File: src/rtl/lsu_arbiter.sv
// Two-master round-robin arbiter in front of a single-ported LSU, with a bounded
// exclusive lock for master 1 and registered per-master read responses.
module lsu_arbiter #(
    parameter int unsigned ADDR_W   = 32,
    parameter int unsigned DATA_W   = 32,
    parameter int unsigned LOCK_MAX = 16
) (
    input  logic              i_clk,
    input  logic              i_reset,
    input  logic              i_m0_req,
    input  logic [ADDR_W-1:0] i_m0_addr,
    input  logic [DATA_W-1:0] i_m0_wdata,
    input  logic [3:0]        i_m0_bmask,
    input  logic              i_m0_wren,
    output logic              o_m0_gnt,
    output logic              o_m0_rvalid,
    output logic [DATA_W-1:0] o_m0_rdata,
    input  logic              i_m1_req,
    input  logic [ADDR_W-1:0] i_m1_addr,
    input  logic [DATA_W-1:0] i_m1_wdata,
    input  logic [3:0]        i_m1_bmask,
    input  logic              i_m1_wren,
    input  logic              i_m1_lock,
    output logic              o_m1_gnt,
    output logic              o_m1_rvalid,
    output logic [DATA_W-1:0] o_m1_rdata,
    output logic [ADDR_W-1:0] o_lsu_addr,
    output logic [DATA_W-1:0] o_lsu_wdata,
    output logic [3:0]        o_lsu_bmask,
    output logic              o_lsu_wren,
    input  logic [DATA_W-1:0] i_lsu_rdata,
    output logic              o_lock_expired
);

    localparam int unsigned CNT_W = $clog2(LOCK_MAX);
    localparam logic [CNT_W-1:0] CNT_LAST = CNT_W'(LOCK_MAX - 1);

    typedef enum logic {
        ST_ARB,
        ST_LOCK
    } state_t;

    state_t            state_q, state_d;
    logic              last_gnt_q, last_gnt_d;
    logic [CNT_W-1:0]  lock_cnt_q, lock_cnt_d;
    logic              m0_rvalid_q, m1_rvalid_q;
    logic [DATA_W-1:0] m0_rdata_q, m1_rdata_q;
    logic              gnt0, gnt1, expired;

    always_comb begin
        gnt0       = 1'b0;
        gnt1       = 1'b0;
        expired    = 1'b0;
        state_d    = state_q;
        last_gnt_d = last_gnt_q;
        lock_cnt_d = lock_cnt_q;
        case (state_q)
            ST_ARB: begin
                gnt0 = i_m0_req & (~i_m1_req | last_gnt_q);
                gnt1 = i_m1_req & ~gnt0;
                if (gnt0) begin
                    last_gnt_d = 1'b0;
                end else if (gnt1) begin
                    last_gnt_d = 1'b1;
                end
                if (gnt1 && i_m1_lock) begin
                    state_d    = ST_LOCK;
                    lock_cnt_d = '0;
                end
            end
            ST_LOCK: begin
                gnt1       = i_m1_req;
                lock_cnt_d = lock_cnt_q + CNT_W'(1);
                // Forced release is checked first so it wins over a voluntary release.
                if (lock_cnt_q == CNT_LAST) begin
                    expired    = ~i_reset;
                    state_d    = ST_ARB;
                    last_gnt_d = 1'b1;
                    lock_cnt_d = '0;
                end else if (gnt1 && !i_m1_lock) begin
                    state_d    = ST_ARB;
                    last_gnt_d = 1'b1;
                    lock_cnt_d = '0;
                end
            end
            default: state_d = ST_ARB;
        endcase
    end

    always_comb begin
        o_lsu_addr  = '0;
        o_lsu_wdata = '0;
        o_lsu_bmask = '0;
        o_lsu_wren  = 1'b0;
        if (gnt0) begin
            o_lsu_addr  = i_m0_addr;
            o_lsu_wdata = i_m0_wdata;
            o_lsu_bmask = i_m0_bmask;
            o_lsu_wren  = i_m0_wren;
        end else if (gnt1) begin
            o_lsu_addr  = i_m1_addr;
            o_lsu_wdata = i_m1_wdata;
            o_lsu_bmask = i_m1_bmask;
            o_lsu_wren  = i_m1_wren;
        end
    end

    always_ff @(posedge i_clk) begin
        if (i_reset) begin
            state_q     <= ST_ARB;
            last_gnt_q  <= 1'b1;
            lock_cnt_q  <= '0;
            m0_rvalid_q <= 1'b0;
            m1_rvalid_q <= 1'b0;
            m0_rdata_q  <= '0;
            m1_rdata_q  <= '0;
        end else begin
            state_q     <= state_d;
            last_gnt_q  <= last_gnt_d;
            lock_cnt_q  <= lock_cnt_d;
            m0_rvalid_q <= gnt0 & ~i_m0_wren;
            m1_rvalid_q <= gnt1 & ~i_m1_wren;
            if (gnt0 && !i_m0_wren) begin
                m0_rdata_q <= i_lsu_rdata;
            end
            if (gnt1 && !i_m1_wren) begin
                m1_rdata_q <= i_lsu_rdata;
            end
        end
    end

    assign o_m0_gnt       = gnt0;
    assign o_m1_gnt       = gnt1;
    assign o_m0_rvalid    = m0_rvalid_q;
    assign o_m1_rvalid    = m1_rvalid_q;
    assign o_m0_rdata     = m0_rdata_q;
    assign o_m1_rdata     = m1_rdata_q;
    assign o_lock_expired = expired;

endmodule

File: config.mk
export PLATFORM = sky130hd
export DESIGN_NAME = lsu_arbiter
export DESIGN_NICKNAME = d
export VERILOG_FILES = /design/src/rtl/lsu_arbiter.sv
export SDC_FILE = /design/constraint.sdc
export NUM_CORES = 1
export LEC_CHECK = 0
export BUFFER_PORTS_ARGS = -buffer_cell sky130_fd_sc_hd__clkbuf_2
export CAP_MARGIN = 30
export CORE_AREA = 3 3 121 123
export CTS_BUF_LIST = sky130_fd_sc_hd__clkbuf_8 sky130_fd_sc_hd__clkbuf_16
export CTS_CLUSTER_DIAMETER = 60
export DETAILED_ROUTE_END_ITERATION = 8
export DIE_AREA = 0 0 124 126
export GPL_TIMING_DRIVEN = 0
export MAX_ROUTING_LAYER = met4
export PLACE_DENSITY_LB_ADDON = 0.1
export REMOVE_ABC_BUFFERS = 1
export SLEW_MARGIN = 20
export SYNTH_ARGS = -nofsm -noshare
export SYNTH_HDL_FRONTEND = slang
export SYNTH_SLANG_ARGS = --single-unit
export TNS_END_PERCENT = 5
File: constraint.sdc
create_clock -name i_clk -period 2.6 [get_ports i_clk]
set_clock_uncertainty 0.2 [all_clocks]
set_input_delay 0 -clock i_clk [delete_from_list [all_inputs] [get_ports i_clk]]
set_output_delay 0 -clock i_clk [all_outputs]
set_load 0.005 [all_outputs]
* After elaboration in Yosys (flattened, before gate mapping)
Index checks and enable logic that the tools add are counted.
Storage, ports and cells: register bits 72, latch bits 0, bits in writable memories 0, memory bits (read-only) 0, input bits 175, output and inout bits 138, word-level logic and storage cells 56, memories kept 0
Operators by class: add/subtract/negate cells 1, multiply operators 0, div/mod/pow operators 0, order comparisons 0, equal/unequal tests 4, shift operators 0, muxes and demuxes 25, bitwise logic cells 11, reductions and logical operators 8
Operator list (count):
- $mux 32 | 4
- $mux 4 | 5
- $mux 1 | 12
- $pmux 4 s2 | 1
- $not 1->1 | 6
- $pmux 1 s2 | 3
- $add 4x1->4 const B | 1
- $and 1x1->1 | 4
- $eq 4x4->1 const B | 1
- $logic_and 1x1->1 | 4
- $logic_not 1->1 | 3
- $ne 3x1->1 const B | 1
- $ne 3x3->1 const B | 1
- $ne 2x2->1 const B | 1
- $reduce_and 2->1 | 1
- $or 1x1->1 | 1

* Longest topological paths before layout
Gate-level depths: netlist (run 1).
depth in word-level cells 8, mapped depth 7, gate-level depth less buffers 5

* Worst setup path before layout (run 1)
Ideal clock, no wire load.
path kind register to register, start point register state_q, end point register m1_rdata_q[31], in the netlist o_m1_rdata[31], library setup time 0.143 ns, data arrival time 1.120 ns, data required time 2.257 ns, slack 1.137 ns, cell stages (with the launch flop) 7, buffers on the path 2, clock period less this slack 1.463 ns, path through dfxtp_1 > buf_6 > nor2b_4 > a211o_2 > buf_2 > nand2_1 > a21oi_1
Between the ends: longest elaborated chain between the ends 3
RTL lines:
- from (decl) | line 43 | state_t state_q, state_d;
- from (signal assigned) | line 118 | state_q <= state_d;
- $not 1->1
- $pmux 1 s2 * | line 57 | case (state_q)
- $logic_and 1x1->1 * | line 126 | if (gnt1 && !i_m1_wren) begin
- to (signal assigned) | line 127 | m1_rdata_q <= i_lsu_rdata;
- to (decl) | line 47 | logic [DATA_W-1:0] m0_rdata_q, m1_rdata_q;
Every way passes the cells marked *; elsewhere a longest branch is shown, timed or not. A chain may end at the register's enable or synchronous reset.

* Final worst setup path (run 1)
start point register state_q, end point register m0_rdata_q[27], in the netlist o_m0_rdata[27]
Between the ends: longest elaborated chain between the ends 2
RTL lines:
- $mux 1 | line 57
- $logic_and 1x1->1 | line 123 | if (gnt0 && !i_m0_wren) begin
- to (signal assigned) | line 124 | m0_rdata_q <= i_lsu_rdata;
- to (decl) | line 47
No other way between the ends.

==> results_dict.tcl, run 1 <==
set metrics [dict create \
    detailed_place.area_um2 5460 \
    start_util 0.278 \
    crit_arrival_ps 2490 \
    powerDensity_nw_per_um2 516 \
    yosysWarnings 0 \
    synth_xor_area_frac 0 \
    place_hpwl_um 12100 \
    grt_use_met2 0.355 \
    combPwrFrac 0.244 \
    synth_edf_count 0 \
    antennaDiodeCount 0 \
    rows 43 \
    nNetsFinal 1056 \
    fillCellCount 1477 \
    die-height_um 126 \
    path_max_fanout 33 \
    ctsHtreeMaxLevel 3 \
    mostFrequentLayoutCell "clkbuf_2" \
    wirelength_um 15800 \
    syn_to_final_growth_pct 61.3 \
    setup_viol 0 \
    cts_root_buf "clkbuf_16" \
    rsz0062_at_grt "false" \
    seq_power_share 0.371 \
    gp_congestion 0.839 \
    power_switching_w 0.000912 \
    power.leakage_nw 3.20 \
    yosysSeqAreaShare 0.376 \
    setup.worst_path.start_class "flip-flop" \
    grt_pass1_wl_um 23700 \
    synthAdderAreaFrac 0.00326 \
    synthMuxAreaShare 0.00261 \
    via_count 4825 \
    die_x_um 124 \
    drtAntennaViolNets 0 \
    pwr-share-clk 0.384 \
    vdd_drop_max_v 0.000468 \
    post_drt_wl_per_cell_um 14.9 \
    maxCapViolations 0 \
    hp-class "in2out" \
    clockBufferDepth 2 \
    status "complete, no violations" \
    drt-pass1-iter-count 4 \
    io_pins 313 \
    antenna_found_initial 0 \
    synth-simple-area-share 0.401 \
    grt_pass1_vias 4713 \
    ys_ff_latch 72 \
    grtUsageMet3 0.0449 \
    grtUsageTotal 0.197 \
    drc 0 \
    clock_latency_ps 320 \
    synth_ff_type "dfxtp_1" \
    cts_setup_buffers 0 \
    cts_made_buffers 9 \
    avgSynthCellArea_um2 6.91 \
    required_ps 2670 \
    viasPerCell 4.53 \
    syn_area_um2 3830 \
    final.period_utilization 0.929 \
    finalCriticalPeriod_ps 2420 \
    design_area_um2 6190 \
    p_int_w 0.00228 \
    cts_tree "done" \
    hold_viol_final 0 \
    max_slew_margin 0.467 \
    netlist_instances 555 \
    io_buffers 312 \
    dieArea_um2 15600 \
    first_iter_violations 240 \
    synth_top_family_by_area "simple AND/OR/NAND/NOR gates" \
    setup_slack_ps 184 \
    top_usage_layer "met2" \
    tightestPinTransition_ps 799 \
    pre_cts_ws_ps -228 \
    async_flop_share 0 \
    grt_max_degree 76 \
    synth-compound-area-share 0.138 \
    fp.coreArea_um2 13800 \
    most-common-layout-cells "clkbuf_2 (310), nand2_1 (238), dfxtp_1 (72)" \
    fmax_mhz 414 \
    grt_overflow 0 \
    netSwitchingFraction 0.286 \
    cts_sinks 72 \
    path_clk_slew_ps 60 \
    final.setup.tns_ps 0 \
    worst-setup-path-type "reg2reg" \
    grt_use_met1 0.217 \
    ys_types 31 \
    maxSlewViolCount 0 \
    instances_no_fill 1065 \
    dp.cells 1008 \
    drive_gt1_frac 0.450 \
    end_kind "flip-flop" \
]
## final timing paths
path	start	to	slack, ps	depth (start not counted)
hold reg to reg	o_m1_rdata[0]	o_m1_rdata[0]	260	2
setup / recovery	state_q	o_m0_rdata[27]	180	5
setup reg to reg	state_q	o_m0_rdata[27]	180	5
hold / removal	i_m0_wdata[25]	o_lsu_wdata[25]	60	4
## layer usage
layer  part of all wire  vias to the layer above
met5                  0                        -
met4              0.016                        0
met3              0.068                       18
met2               0.52                      162
met1               0.40                     2202
li1                   -                     2443
## sequential cells by signal, summed over array words and instances (netlist names)
name / flops
o_m0_rdata: 32
last_gnt_q: 1
o_m1_rdata: 32
state_q: 1
o_m0_rvalid: 1
lock_cnt_q: 4
o_m1_rvalid: 1
## per-stage QoR
stage          total power [W]  utilization  hold WS (ps)
5_1_grt                0.00338        0.449          70.0
3_5_place_dp           0.00194        0.396          42.4
2_1_floorplan          0.00149            -          -167
6_report               0.00319        0.449          55.5
4_1_cts                0.00324        0.449          59.5
3_3_place_gp           0.00190        0.387          36.5
## synthesized netlist by cell type, drive strengths merged (2+ instances only)
master,count,share of area
a211oi,2,0.0072
a21oi,68,0.12
a31oi,3,0.0049
and3,2,0.0046
buf,33,0.065
clkbuf,11,0.011
dfxtp,72,0.38
inv,4,0.0039
nand2,268,0.28
nand2b,3,0.0055
nand3,72,0.094
nor2,6,0.0059
o21ai,3,0.0039
## logic make-up after synthesis
kind of cell | Yosys count
muxes | 1
adders and majority gates | 1
and+or+nand+nor | 355
AOI/OAI and AO/OA | 78
DFF | 72
buffers and inverters | 48
## critical path, stage by stage, from the launching register on
cell           delay [ps]
dfxtp_1               400
nor2b_4               300
and3_4                640
nand2_2               100
a21oi_2               130
dlygate4sd3_1         560
## repair_timing
item                                    in CTS  in global routing
hold buffers                                41                  0
resized for setup                            4                  2
endpoints found under the setup margin      70                  1
hold endpoints to repair                    68                  0
pin swaps                                    0                  1
## power by group through the flow
stage	combinational, W	clock, W	sequential [W]
2_1_floorplan	0.000278	0	0.00121
3_3_place_gp	0.000697	0	0.00121
3_5_place_dp	0.000730	0	0.00121
4_1_cts	0.000787	0.00126	0.00118
5_1_grt	0.000871	0.00132	0.00119
6_report	0.000780	0.00123	0.00118
## area by class of cell
cell class              count  area [µm²]  area share
repair buffers            358        2090       0.337
flip-flops and latches     72        1440       0.233
clock inverters             6        60.1     0.00971
inverters                   4        27.5     0.00445
multi-input cells         435        2110       0.341
well taps                 180         225      0.0364
clock buffers              10         239      0.0386
(Power assumes the default switching activity.)
==> run 2: changes to the inputs <==
--- a/config.mk
+++ b/config.mk
@@ -12,7 +12,6 @@
 export CTS_CLUSTER_DIAMETER = 60
 export DETAILED_ROUTE_END_ITERATION = 8
 export DIE_AREA = 0 0 124 126
-export GPL_TIMING_DRIVEN = 0
 export MAX_ROUTING_LAYER = met4
 export PLACE_DENSITY_LB_ADDON = 0.1
 export REMOVE_ABC_BUFFERS = 1
==> run 2 against run 1 <==
Effect of this change: fmax is 4.8% higher; largest cell class is now buffers; register-to-register slack improved by 110 ps; sequential power about the same; global-route usage fell by 0.14 points; via count is 0.70% higher; cell count rose by 0.85%.
==> results_dict.tcl, run 2 (synthesis gave the netlist of run 1 again) <==
set metrics [dict create \
    cts_root_buf "clkbuf_16" \
    cts_sinks 72 \
    drtAntennaViolNets 0 \
    cts_tree "done" \
    antenna_found_initial 0 \
    antennaDiodeCount 0 \
    power.leakage_nw 3.21 \
    final.setup.tns_ps 0 \
    hold_viol_final 0 \
    crit_chain "nand2b_2, and3_4, nand2_2, a21oi_2, dlygate4sd3_1" \
    slowest_stage "dlygate4sd3_1" \
    hp-class "in2reg" \
    dieArea_um2 15600 \
    worst-setup-path-type "reg2reg" \
    required_ps 2670 \
    wirelength_um 15900 \
    rr_startpoint "last_gnt_q" \
    status "complete, no violations" \
    setup_slack_ps 294 \
    syn_to_final_growth_pct 60.6 \
    fmax_mhz 434 \
    crit_arrival_ps 2370 \
    setup.worst_path.start_class "flip-flop" \
    end_kind "flip-flop" \
    drive_gt1_frac 0.447 \
    gp_congestion 0.925 \
    r2r_cells 5 \
    place_hpwl_um 12200 \
    via_count 4859 \
    r2r-end "o_m0_rdata[16]" \
    clockBufferDepth 2 \
    die_x_um 124 \
    tightestPinTransition_ps 696 \
    path_max_fanout 33 \
    hold_path.startpoint "i_m1_req" \
    holdBufCountCts 48 \
    grt_overflow 0 \
    fp.coreArea_um2 13800 \
    nNetsFinal 1065 \
    powerDensity_nw_per_um2 501 \
    fillCellCount 1461 \
    totalPowerFinal_w 0.00308 \
    vdd_drop_max_v 0.000326 \
    design_area_um2 6160 \
    fin_util 0.447 \
    viasPerCell 4.52 \
    cts_resized 0 \
    worstSetupStartpoint "last_gnt_q" \
    clock_latency_ps 320 \
    multi_input_area_um2 2090 \
    crit_cells 5 \
    post_drt_wl_per_cell_um 14.8 \
    grtUsageTotal 0.195 \
    max_slew_margin 0.536 \
    path_clk_slew_ps 60 \
    most-common-layout-cells "clkbuf_2 (311), nand2_1 (238), nand3_1 (72), dfxtp_1 (72), dlygate4sd3_1 (48)" \
    cts_setup_buffers 0 \
    ctsHtreeMaxLevel 3 \
    grt_pass1_wl_um 23600 \
    io_buffers 312 \
    crit_buf_inv 1 \
    ff_latch_area_um2 1440 \
    pre_cts_ws_ps 751 \
    detailed_place.area_um2 5400 \
    rows 43 \
    slowest_delay_ps 570 \
    mostFrequentLayoutCell "clkbuf_2" \
    setup_viol 0 \
    first_iter_violations 218 \
    rrSetupSlack_ps 290 \
    grt_pass1_vias 4559 \
    crit_path_end "o_m0_rdata[16]" \
    start_util 0.278 \
    finalCriticalPeriod_ps 2310 \
    critPathTopFamily "simple AND/OR/NAND/NOR gates" \
    die-height_um 126 \
    rsz0062_at_grt "false" \
    cts_made_buffers 9 \
    drt-pass1-iter-count 4 \
    io_pins 313 \
    final.period_utilization 0.887 \
    drc 0 \
    maxCapViolations 0 \
    maxSlewViolCount 0 \
    grt_max_degree 70 \
]
-- run 2: cell count changes in the layout (fill, tap and decap cells not counted), moves of 2 or more --
| cell | previous run | this run |
|---|---|---|
| dlygate4sd3_1 | 41 | 48 |
| buf_16 | 3 | 0 |
| inv_6 | 0 | 2 |
| clkbuf_4 | 2 | 0 |
| buf_4 | 0 | 6 |
-- run 2: how the worst min path moves through the flow --
stage,end,slack (ps),cells past startpoint
2_1_floorplan,o_lock_expired,-170,1
3_5_place_dp,o_m0_rdata[29],50,3
5_1_grt,lock_cnt_q[3],80,4
4_1_cts,lock_cnt_q[3],9,4
3_3_place_gp,o_m0_rdata[23],40,3
6_report,lock_cnt_q[3],10,4
-- run 2: power breakdown --
group | internal [W] | switching [W]
clock | 0.000653 | 0.000486
combinational | 0.000354 | 0.000407
sequential | 0.00115 | 0.0000303
-- run 2: worst register-to-register path, cell delays in order, from the launching register on --
cell           delay [ps]
dfxtp_1               450
nand2b_2              190
and3_4                560
nand2_2               150
a21oi_2               130
dlygate4sd3_1         570
-- run 2: through the flow --
stage,hold WS [ps],instances
floorplan,-167,511
global placement,38.2,1010
detailed placement,45.7,1010
CTS,8.62,1074
global route,80.8,1074
finish,14.6,1074
-- run 2: area by class of cell --
cell class	instances	share of cell area
Timing Repair Buffer	367	0.342
Clock inverter	7	0.00894
Tap cell	180	0.0366
Sequential cell	72	0.234
Inverter	4	0.00244
Clock buffer	9	0.0366
Multi-Input combinational cell	435	0.339
-- run 2: per-layer routing --
layer,share of wire,routed length (µm),GRT usage,up-vias
met5,0,0,-,-
met4,0.013,201,0.0380,0
met3,0.071,1120,0.0440,14
met2,0.52,8170,0.343,174
met1,0.40,6360,0.228,2211
li1,-,-,-,2460
==> run 3: changes to the inputs <==
--- a/config.mk
+++ b/config.mk
@@ -12,6 +12,7 @@
 export CTS_CLUSTER_DIAMETER = 60
 export DETAILED_ROUTE_END_ITERATION = 8
 export DIE_AREA = 0 0 124 126
+export GPL_ROUTABILITY_DRIVEN = 0
 export MAX_ROUTING_LAYER = met4
 export PLACE_DENSITY_LB_ADDON = 0.1
 export REMOVE_ABC_BUFFERS = 1
==> constraint.sdc (replaced) <==
create_clock -name i_clk -period 2.81 [get_ports i_clk]
set_clock_uncertainty 0.2 [all_clocks]
set_input_delay 0 -clock i_clk [delete_from_list [all_inputs] [get_ports i_clk]]
set_output_delay 0 -clock i_clk [all_outputs]
set_load 0.005 [all_outputs]
==> run 3 against run 2 <==
Effect of this change: power down 7.7%; die area unchanged; design area is 0.37% lower; global-route usage rose by 0.072 points; cell count decreased by 0.28%; fmax increased by 0.35%; clock-buffer cell count is 1 higher; flip-flop and latch count stayed put; largest power group unchanged; highest routed layer unchanged.
==> results_dict.tcl, run 3 (synthesis gave the netlist of run 1 again) <==
set metrics [dict create \
    status "complete, no violations" \
    fin_util 0.445 \
    mostFrequentLayoutCell "clkbuf_2" \
    fp.coreArea_um2 13800 \
    via_count 4879 \
    start_util 0.278 \
    cts_resized 0 \
    r2r-end "o_m0_rdata[19]" \
    cts_tree "done" \
    drive_gt1_frac 0.448 \
    hold_viol_final 0 \
    place_hpwl_um 12000 \
    powerDensity_nw_per_um2 464 \
    ctsHtreeMaxLevel 3 \
    grt_pass1_vias 4545 \
    die-height_um 126 \
    worstSetupStartpoint "state_q" \
    first_iter_violations 236 \
    cts_sinks 72 \
    final.setup.tns_ps 0 \
    fmax_mhz 435 \
    multi_input_area_um2 2090 \
    hp-class "in2reg" \
    setup.worst_path.start_class "flip-flop" \
    hold_path.startpoint "i_m1_req" \
    post_drt_wl_per_cell_um 14.7 \
    end_kind "flip-flop" \
    wirelength_um 15700 \
    most-common-layout-cells "clkbuf_2 (311), nand2_1 (238), nand3_1 (72), dfxtp_1 (72), dlygate4sd3_1 (45)" \
    path_max_fanout 33 \
    grtUsageTotal 0.196 \
    final.period_utilization 0.818 \
    maxCapViolations 0 \
    r2r_cells 5 \
    grt_overflow 0 \
    syn_to_final_growth_pct 60.0 \
    rows 43 \
    rr_startpoint "state_q" \
    rrSetupSlack_ps 510 \
    vdd_drop_max_v 0.000312 \
    drtAntennaViolNets 0 \
    cts_setup_buffers 0 \
    detailed_place.area_um2 5410 \
    pre_cts_ws_ps 848 \
    grt_max_degree 70 \
    cts_made_buffers 9 \
    dieArea_um2 15600 \
    clock_latency_ps 330 \
    max_slew_margin 0.541 \
    setup_slack_ps 512 \
    viasPerCell 4.56 \
    path_clk_slew_ps 60 \
    antenna_found_initial 1 \
    finalCriticalPeriod_ps 2300 \
    die_x_um 124 \
    clockBufferDepth 2 \
    maxSlewViolCount 0 \
    nNetsFinal 1062 \
    design_area_um2 6140 \
    tightestPinTransition_ps 688 \
    fillCellCount 1486 \
    rsz0062_at_grt "false" \
    drt-pass1-iter-count 4 \
    crit_arrival_ps 2370 \
    grt_pass1_wl_um 23400 \
    required_ps 2880 \
    io_buffers 312 \
    totalPowerFinal_w 0.00285 \
    setup_viol 0 \
    io_pins 313 \
    cts_root_buf "clkbuf_16" \
    worst-setup-path-type "reg2reg" \
    crit_path_end "o_m0_rdata[19]" \
    power.leakage_nw 3.19 \
    ff_latch_area_um2 1440 \
    drc 0 \
]
run 3: changes by cell type in the layout (fill, tap and decap cells not counted):
cell,change
buf_4,-1
clkinv_2,+1
inv_6,-2
clkbuf_8,+1
diode_2,+1
clkinv_4,-1
dlygate4sd3_1,-3
buf_12,+1
run 3: what timing repair did:
item                       CTS  global route
setup endpoints to repair    0             0
hold endpoints to repair    68             0
hold buffers                45             0
run 3: power by group:
group          switching (W)  total [W]  internal [W]
combinational       0.000378   0.000706      0.000329
clock               0.000431    0.00105      0.000614
sequential         0.0000268    0.00110       0.00107
total               0.000836    0.00285       0.00201
run 3: per-layer routing:
layer  vias to the layer above  GRT usage  routed length, µm
met3                        25     0.0485               1170
met1                      2211      0.225               6370
li1                       2456          -                  -
met4                         0     0.0573                379
met5                         -          -                  0
met2                       187      0.336               7820
run 3: worst min path at each step:
| stage | endpoint | cells after the start | slack [ps] |
|---|---|---|---|
| floorplan | o_lock_expired | 1 | -170 |
| global placement | o_m0_rdata[2] | 3 | 40 |
| detailed placement | o_m0_rdata[12] | 3 | 40 |
| CTS | lock_cnt_q[3] | 4 | 10 |
| global route | lock_cnt_q[2] | 4 | 80 |
| finish | lock_cnt_q[3] | 4 | 20 |
run 3: per-stage QoR:
stage	hold WS, ps	instances
floorplan	-167	511
global placement	37.2	1010
detailed placement	42.3	1010
CTS	13.1	1070
global route	77.6	1071
finish	24.7	1071
run 3: cell type report:
type,instances,share of cell area
Timing Repair Buffer,364,0.341
Clock buffer,10,0.0389
Antenna cell,1,0.000408
Clock inverter,5,0.00551
Sequential cell,72,0.235
Multi-Input combinational cell,435,0.341
Tap cell,180,0.0367
Inverter,4,0.00245
run 3: worst max-delay path, cell delays in order (launching register included):
cell	delay [ps]
dfxtp_1	390
nor2b_4	220
and3_4	600
nand2_2	100
a21oi_2	130
dlygate4sd3_1	560
